==> config.mk <==
export PLATFORM = sky130hd
export DESIGN_NAME = demux1_to4_stream
export DESIGN_NICKNAME = d
export VERILOG_FILES = /design/src/rtl/demux1_to4_stream.sv
export SDC_FILE = /design/constraint.sdc
export NUM_CORES = 1
export LEC_CHECK = 0
export BUFFER_PORTS_ARGS = -buffer_cell sky130_fd_sc_hd__buf_2
export CAP_MARGIN = 25
export CELL_PAD_IN_SITES_DETAIL_PLACEMENT = 1
export CELL_PAD_IN_SITES_GLOBAL_PLACEMENT = 1
export CORE_MARGIN = 5
export CORE_UTILIZATION = 43
export CTS_CLUSTER_SIZE = 10
export DETAILED_ROUTE_END_ITERATION = 8
export HOLD_SLACK_MARGIN = 0.06
export MAX_ROUTING_LAYER = met4
export PLACE_DENSITY_LB_ADDON = 0.1
export SYNTH_ARGS = -nofsm -noshare
export SYNTH_HDL_FRONTEND = slang
export SYNTH_SLANG_ARGS = --single-unit
==> constraint.sdc <==
create_clock -name clk -period 3.7 [get_ports clk]
set_clock_uncertainty 0.1 [all_clocks]
set_input_delay 0.37 -clock clk [delete_from_list [all_inputs] [get_ports clk]]
set_output_delay 0.37 -clock clk [all_outputs]
set_load 0.005 [all_outputs]
==> src/rtl/demux1_to4_stream.sv <==
// demux1_to4_stream: registered 1-to-4 valid/ready stream demultiplexer with per-channel transfer counters
module demux1_to4_stream #(
   parameter int WIDTH = 8,
   parameter int CNT_W = 16
) (
   input  logic                 clk,
   input  logic                 rst_n,
   input  logic                 s_valid,
   output logic                 s_ready,
   input  logic [WIDTH-1:0]     s_data,
   input  logic [1:0]           s_sel,
   output logic [3:0]           m_valid,
   input  logic [3:0]           m_ready,
   output logic [WIDTH-1:0]     m_data,
   output logic [1:0]           m_sel,
   input  logic                 cnt_clr,
   output logic [4*CNT_W-1:0]   cnt
);
   typedef enum logic {EMPTY, FULL} state_t;
   state_t                    state_q, state_d;
   logic [WIDTH-1:0]          data_q, data_d;
   logic [1:0]                sel_q, sel_d;
   logic [3:0][CNT_W-1:0]     cnt_q, cnt_d;
   logic                      load, drain;
   always_comb begin
      drain   = (state_q == FULL) && m_ready[sel_q];
      s_ready = (state_q == EMPTY) || m_ready[sel_q];
      load    = s_valid && s_ready;
      state_d = load ? FULL : drain ? EMPTY : state_q;
      data_d  = load ? s_data : data_q;
      sel_d   = load ? s_sel : sel_q;
      m_valid = '0;
      m_valid[sel_q] = (state_q == FULL);
   end
   // clear takes priority over a same-cycle drain increment
   always_comb begin
      cnt_d = cnt_q;
      for (int k = 0; k < 4; k++)
         cnt_d[k] = cnt_clr ? '0 : (drain && sel_q == 2'(k)) ? cnt_q[k] + CNT_W'(1) : cnt_q[k];
   end
   always_ff @(posedge clk or negedge rst_n) begin
      if (!rst_n) begin
         state_q <= EMPTY;
         data_q  <= '0;
         sel_q   <= '0;
         cnt_q   <= '0;
      end else begin
         state_q <= state_d;
         data_q  <= data_d;
         sel_q   <= sel_d;
         cnt_q   <= cnt_d;
      end
   end
   assign m_data = data_q;
   assign m_sel  = sel_q;
   assign cnt    = cnt_q;
endmodule

==> impl_metrics.tcl <==
set metrics [dict create \
    final_antenna_net_count 0 \
    synth_cells 370 \
    vias_per_cell 5.40 \
    pwr-share-clk 0.374 \
    final_min_period_over_clock_period 0.714 \
    post_route_cells_drive_above_1_share 0.297 \
    clk_pin_slew_ns 0.08 \
    final_routed_wirelength_um 9170 \
    detail_route.drc_violations 0 \
    pin_count_of_the_biggest_net_entering_global_routing 76 \
    cp.arrival_ns 2.78 \
    yosys.area_share.xor_xnor 0.0778 \
    rsz_0062_raised_after_global_routing "no" \
    synthArstFlopShare 1.00 \
    hold_class "in -> reg" \
    synth.area.mux_share 0.0667 \
    initial_core_utilization 0.434 \
    placement.cell_area_mm2 0.00427 \
    p_sw_mw 0.500 \
    fp.dieArea_mm2 0.0106 \
    fin_util 0.530 \
    report.final.setup_viol 0 \
    ys_warn_count 0 \
    place_hpwl_um 6510 \
    cts_buffers 9 \
    insertedDiodeCount 0 \
    final_design_area_no_fill_mm2 0.00453 \
    numPlacedInstances 562 \
    initial_antenna_violation_count 0 \
    max_ir_drop_vdd_uv 285 \
    clock_tree_from_tritoncts "yes" \
    crit_slowest_cell "sky130_fd_sc_hd__nor4_1" \
    synth.yosys.seq_area_share 0.505 \
    worst_setup_path_end_kind "register" \
    relSlewSlack 0.453 \
    synth_edf_count 0 \
    slowest_delay_ns 0.75 \
    synth.distinct_cells 41 \
    cts_num_sinks 75 \
    synth_area_per_cell_um2 10.0 \
    cp.buffers_inverters 0 \
    detail_route.first_pass.iterations 4 \
    fp-row-count 34 \
    route.vias.total 3132 \
    crit_path_max_fanout 13 \
    total_leakage_power_nw 2.13 \
    fin_setup_tns_ns 0 \
    io-pin-count 97 \
    synth-simple-area-share 0.251 \
    number_of_global_route_vias_before_repair 3201 \
    synth_adder_area_share 0.0135 \
    synthesis.nets 392 \
    slew_at_the_pin_closest_to_its_max_slew_limit_ns 0.820 \
    grt_first_pass_wirelength_um 15600 \
    final_cells 580 \
    post_cts_resized 0 \
    place_ws_ns 1.02 \
    synth_compound_area_frac 0.0573 \
    totalPowerFinal_mw 1.93 \
    syn_to_final_growth_pct 22.0 \
    p_sw_frac 0.260 \
    startpoint_kind_of_the_worst_setup_timing_path "register" \
    cellPowerDensity_mw_per_mm2 425 \
    status "finished clean" \
    synth.cell_area_mm2 0.00371 \
    cts.path.max_buffers 2 \
    intPower_mw 1.43 \
    place.gp.congestion 0.745 \
    finalHoldViolCount 0 \
    ctsRootBufferMaster "sky130_fd_sc_hd__clkbuf_8" \
    criticalPathCategory "reg -> reg" \
    worst_skew_pair.late_latency_ns 0.35 \
    coreArea_mm2 0.00855 \
    post_drt_wl_per_cell_um 15.8 \
    max_freq_ghz 0.379 \
    finalCriticalPeriod_ns 2.64 \
    grt_remaining_overflow 0 \
    globalRouteTotalUtil 0.190 \
    hold-worst-slack_ns 0.156 \
    nFillCells 1036 \
    placement.io_buffers 96 \
    post-cts-setup-buffers 0 \
    crit_family "simple AND/OR/NAND/NOR gates" \
    die-width_um 103 \
    sequential_power_share 0.483 \
    initialDrtViolationCount 84 \
    num-nets-final 489 \
    worst_ep_required_time_ns 3.84 \
    synth_top_family_by_area "simple AND/OR/NAND/NOR gates" \
    floorplan.die.height_um 103 \
    crit_chain "nand4bb_1 -> nor4_1 -> nor3b_1 -> mux2_2" \
    setup_ws_ns 1.06 \
    synthFlopType "sky130_fd_sc_hd__dfrtp_1" \
    hold_buffers 0 \
    cts-htree-levels 3 \
    cap_viol_max_count 0 \
    drv_slew 0 \
    number_of_register_bits_inferred_by_synthesis 75 \
    power_frac_comb 0.143 \
]
[cell type report]
cell class	count	area (µm²)	share of cell area
clock buffers	12	155	0.0343
clock inverters	4	72.6	0.0160
inverters	8	30.0	0.00663
multi-input cells	273	1730	0.382
flip-flops and latches	75	1880	0.414
well taps	108	135	0.0298
repair buffers	100	528	0.117
[layout by cell type (no fill, tap or decap), types with 8 or more instances in the layout]
cell | synthesis | final
sky130_fd_sc_hd__buf_2 | 3 | 95
sky130_fd_sc_hd__dfrtp_1 | 75 | 75
sky130_fd_sc_hd__nor2_1 | 48 | 48
sky130_fd_sc_hd__nand3_1 | 24 | 24
sky130_fd_sc_hd__nand2_1 | 23 | 23
sky130_fd_sc_hd__xnor2_1 | 21 | 21
sky130_fd_sc_hd__a21oi_1 | 21 | 21
sky130_fd_sc_hd__o21ai_0 | 18 | 18
sky130_fd_sc_hd__or3_1 | 17 | 17
sky130_fd_sc_hd__mux2_2 | 17 | 17
sky130_fd_sc_hd__nand4_1 | 13 | 13
sky130_fd_sc_hd__xor2_1 | 12 | 12
sky130_fd_sc_hd__clkbuf_8 | 0 | 11
sky130_fd_sc_hd__nor3_1 | 8 | 8
sky130_fd_sc_hd__nor2b_1 | 8 | 8
sky130_fd_sc_hd__nor4_1 | 8 | 8
sky130_fd_sc_hd__inv_1 | 8 | 8
[worst register-to-register path: stages (launching register included)]
cell	delay, ns
sky130_fd_sc_hd__dfrtp_1	0.54
sky130_fd_sc_hd__nand4bb_1	0.51
sky130_fd_sc_hd__nor4_1	0.75
sky130_fd_sc_hd__nor3b_1	0.28
sky130_fd_sc_hd__mux2_2	0.35
[registers in the layout (all words and copies together) (netlist names)]
signal	cells
cnt	64
m_data	8
state_q	1
m_sel	2
[logic make-up (layout without fill, tap and decap cells)]
kind of cell | count (synthesis) | count (layout)
xor gates and xnor gates | 33 | 33
AOI/OAI and AO/OA | 41 | 41
DFF | 75 | 75
and+or+nand+nor | 174 | 174
buffers and inverters | 22 | 124
adders and majority gates | 4 | 4
muxes | 21 | 21
[per-layer routing]
layer | routed length [µm] | share of wire | vias to the layer above | track usage
met2 | 4270 | 0.47 | 74 | 0.291
li1 | - | - | 1494 | -
met1 | 4250 | 0.46 | 1556 | 0.247
met4 | 104 | 0.011 | 0 | 0.0488
met3 | 544 | 0.059 | 8 | 0.0548
met5 | 0 | 0 | - | -
[power groups by stage]
stage / Clock, mW / Combinational (mW) / Sequential, mW
after floorplan: 0 / 0.184 / 0.923
after global placement: 0 / 0.274 / 0.937
after detailed placement: 0 / 0.278 / 0.947
after CTS: 0.744 / 0.279 / 0.931
after global routing: 0.778 / 0.308 / 0.942
final: 0.720 / 0.275 / 0.930
[worst paths after layout]
path	start	end	slack [ns]	cells after the start
max in group asynchronous	rst_n	cnt[2]	2.48	3
min reg2reg	m_data[7]	m_data[7]	0.41	1
min in group asynchronous	rst_n	cnt[45]	0.42	2
max reg2reg	m_sel[0]	cnt[15]	1.06	4
min	s_data[5]	m_data[5]	0.16	2
max	m_sel[0]	cnt[15]	1.06	4
[cell usage after synthesis, types with 2 or more instances]
cell type | count | area share
sky130_fd_sc_hd__dfrtp_1 | 75 | 0.51
sky130_fd_sc_hd__nor2_1 | 48 | 0.049
sky130_fd_sc_hd__nand3_1 | 24 | 0.032
sky130_fd_sc_hd__nand2_1 | 23 | 0.023
sky130_fd_sc_hd__a21oi_1 | 21 | 0.028
sky130_fd_sc_hd__xnor2_1 | 21 | 0.050
sky130_fd_sc_hd__o21ai_0 | 18 | 0.024
sky130_fd_sc_hd__mux2_2 | 17 | 0.052
sky130_fd_sc_hd__or3_1 | 17 | 0.029
sky130_fd_sc_hd__nand4_1 | 13 | 0.022
sky130_fd_sc_hd__xor2_1 | 12 | 0.028
sky130_fd_sc_hd__inv_1 | 8 | 0.0081
sky130_fd_sc_hd__nor2b_1 | 8 | 0.013
sky130_fd_sc_hd__nor3_1 | 8 | 0.011
sky130_fd_sc_hd__nor4_1 | 8 | 0.013
sky130_fd_sc_hd__clkbuf_1 | 7 | 0.0071
sky130_fd_sc_hd__and3_1 | 5 | 0.0084
sky130_fd_sc_hd__ha_1 | 4 | 0.013
sky130_fd_sc_hd__buf_2 | 3 | 0.0040
sky130_fd_sc_hd__mux2i_1 | 3 | 0.0081
sky130_fd_sc_hd__and2_1 | 2 | 0.0034
sky130_fd_sc_hd__and4_1 | 2 | 0.0047
sky130_fd_sc_hd__buf_6 | 2 | 0.0061
sky130_fd_sc_hd__nor3b_1 | 2 | 0.0040
sky130_fd_sc_hd__or4_1 | 2 | 0.0040
sky130_fd_sc_hd__or4_4 | 2 | 0.0061
(Power assumes the default switching activity.)
